### src/rtl/task_1_counter.sv
// Loadable up-counter: asynchronous clear, synchronous load with priority over
// count enable, and modulo-2**WIDTH increment. The count is driven straight from the state register.
module task_1_counter #(
    parameter int WIDTH = 4
) (
    input  logic             clk,
    input  logic             rst,
    input  logic             load,
    input  logic             enab,
    input  logic [WIDTH-1:0] cnt_in,
    output logic [WIDTH-1:0] cnt_out
);

    logic [WIDTH-1:0] cnt_r;
    logic [WIDTH-1:0] cnt_nxt_s;

    // Next-count selection: load wins over enable, otherwise hold.
    always_comb begin
        cnt_nxt_s = cnt_r;
        if (load) begin
            cnt_nxt_s = cnt_in;
        end else if (enab) begin
            cnt_nxt_s = cnt_r + WIDTH'(1);
        end else begin
            cnt_nxt_s = cnt_r;
        end
    end

    // Count register with asynchronous clear.
    always_ff @(posedge clk or posedge rst) begin
        if (rst) begin
            cnt_r <= '0;
        end else begin
            cnt_r <= cnt_nxt_s;
        end
    end

    assign cnt_out = cnt_r;

endmodule

### config.mk
export PLATFORM = sky130hd
export DESIGN_NAME = task_1_counter
export DESIGN_NICKNAME = d
export VERILOG_FILES = /design/src/rtl/task_1_counter.sv
export SDC_FILE = /design/constraint.sdc
export NUM_CORES = 1
export LEC_CHECK = 0
export CAP_MARGIN = 30
export CORE_AREA = 2 2 39 41
export DETAILED_ROUTE_END_ITERATION = 16
export DIE_AREA = 0 0 41 43
export HOLD_SLACK_MARGIN = 0.03
export SKIP_CTS_REPAIR_TIMING = 1
export SLEW_MARGIN = 5
export SYNTH_ARGS = -nofsm -noshare
export SYNTH_HDL_FRONTEND = slang
export SYNTH_SLANG_ARGS = --single-unit
### constraint.sdc
create_clock -name clk -period 1.6 [get_ports clk]
set_input_delay 0.32 -clock clk [delete_from_list [all_inputs] [get_ports clk]]
set_output_delay 0.32 -clock clk [all_outputs]
set_load 0.02 [all_outputs]
==> results.cfg <==
[finish]
fillers = 156
drive_gt1_share_pct = 14.7
multiInputGateArea_sq_um = 96.3
area_growth_syn_to_layout_pct = 81.3
fin_nets = 45
diodes = 0
largest_reg_flops = 4
fin_cells = 50
regArea_sq_um = 100

[place]
gp_congestion = 0.636
port-buffer-count = 11
hpwlAfterDp_um = 341
dp_slack_ns = 0.152
dp_cells = 47

[routing]
ant_nets = 0
vias = 178
routed_wl_um = 421
routedWlPerCell_um = 8.42
viasPerCell = 3.56
drc = 0
drt-initial-drc-count = 0
drt-pass1-iter-count = 1

[floorplanning]
die_w_um = 41
coreArea_sq_um = 1380
initial_core_util_pct = 14.5
die-area_sq_um = 1760
die_h_um = 43
io_pins = 12
num_rows = 14

[timing]
rsz0062_at_grt = no
tightest_slew_ns = 0.223
hold_viol = 0
clock.fmax_mhz = 643
post-route-period-util_pct = 97.1
final.setup.tns_ns = 0
max_slew_margin_pct = 85.1
holdWs_ns = 0.268
finClkSkew_ns = 0.000657
finalSetupViolations = 0
layout_min_cycle_time_ns = 1.55
slew_viol_final = 0
worst_slack_ns = 0.0458

[clock_tree]
clk_pin_slew_ns = 0.04
cts_buffer_depth = 2
cts_tree = yes
worstSkewPairLatency_ns = 0.23
numCtsBuffers = 3
clockRootBuffer = clkbuf_4
cts_sinks = 4
cts_htree_levels = 1

[logic_synthesis]
synth_nets = 28
async_reset_ff_share_pct = 100
synth-seq-cells = 4
ys_types = 10
synth-main-ff-cell = dfrtp_1
postSynthAreaPerCell_sq_um = 10.5
synth_top_area_share_pct = 50.0
netlist_instances = 19
netlist_area_sq_um = 200
synth_common_cells = dfrtp_1, nand2_1, o21ai_0
yosysWarnings = 0
seq_area_frac_synth_pct = 50.0
synth_edf_count = 0
ys_top_cells_by_area = dfrtp_1, xnor2_1, o21ai_0
yosys.area.top_type = dfrtp_1

[worst_setup_path]
critPathKind = reg2out
crit_chain = clkdlybuf4s50_1
cpMaxStageDelayCell = clkdlybuf4s50_1
worst_ep_required_time_ns = 1.28
cp_top_family = buffers and inverters
slowest_delay_ns = 0.62
reg2reg_depth = 4
critPathBufInv = 1
cp.depth = 1
startpoint_type = register
cp_max_fo = 4
critical_path_arrival_ns = 1.23
end_kind = primary output

[global_routing]
antenna_found_initial = 0
grt_start_max_net_pins = 8
grt_pass1_wl_um = 703
grtUsageTotal_pct = 6.75
grt-ovfl-total = 0
grt_pass1_vias = 177

[worst_hold_path]
min_path_type = in2async

[power_and_ir_drop]
p_per_area_nw_per_um2 = 965
leakage_nw = 0.163
ir_drop_v = 0.000328
p_total_mw = 0.350

[run_status]
status = completed

[flow_run]
cap_violations = 0
[report_power, final]
group | leakage [nW] | switching (mW) | internal, mW | total [mW]
Sequential | 0.0478 | 0.0127 | 0.115 | 0.128
Combinational | 0.101 | 0.0419 | 0.0565 | 0.0983
Clock | 0.0138 | 0.0401 | 0.0838 | 0.124
[cell type report]
cell class | count | share of cell area, %
clock buffers | 3 | 6.21
inverters | 1 | 1.03
multi-input cells | 14 | 26.6
flip-flops and latches | 4 | 27.6
well taps | 16 | 5.52
repair buffers | 12 | 33.1
[cells in the final DEF, fill, tap and decap left out, drive strengths merged]
cell           instances
mux2i                  1
buf                    1
inv                    1
clkdlybuf4s50         10
clkbuf                 3
mux2                   1
o21ai                  3
xor2                   1
ha                     1
nand4                  1
nand2                  4
xnor2                  2
dfrtp                  4
dlymetal6s2s           1
[cells by family after synthesis]
family,synth area share (%)
AOI/OAI and AO/OA,7.50
xor gates and xnor gates,13.1
adders and majority gates,6.25
DFF,50.0
and+or+nand+nor,10.6
buffers and inverters,1.87
muxes,10.6
[per-stage QoR]
step,util (%),instance area [sq um]
2_1_floorplan,-,200
3_3_place_gp,24.4,338
3_5_place_dp,24.4,338
4_1_cts,26.0,360
5_1_grt,26.2,363
6_report,26.2,363
[worst paths after layout]
check,slack [ns],from,end
setup / recovery,0.05,cnt_out[1],cnt_out[1]
hold / removal,0.27,rst,cnt_out[3]
setup reg to reg,0.53,cnt_out[0],cnt_out[2]
hold reg to reg,0.64,cnt_out[1],cnt_out[1]
max in group asynchronous,1.19,rst,cnt_out[2]
min in group clk,0.64,cnt_out[1],cnt_out[1]
[per-layer routing]
metal,part of all wire (%),GRT usage [%],wire [um],vias up
met3,13,3.14,53,2
li1,-,-,-,95
met1,45,9.09,191,69
met5,0,0,0,-
met4,4.5,8.00,19,0
met2,37,6.56,156,12
No activity file was read; power rests on OpenSTA's default activity.
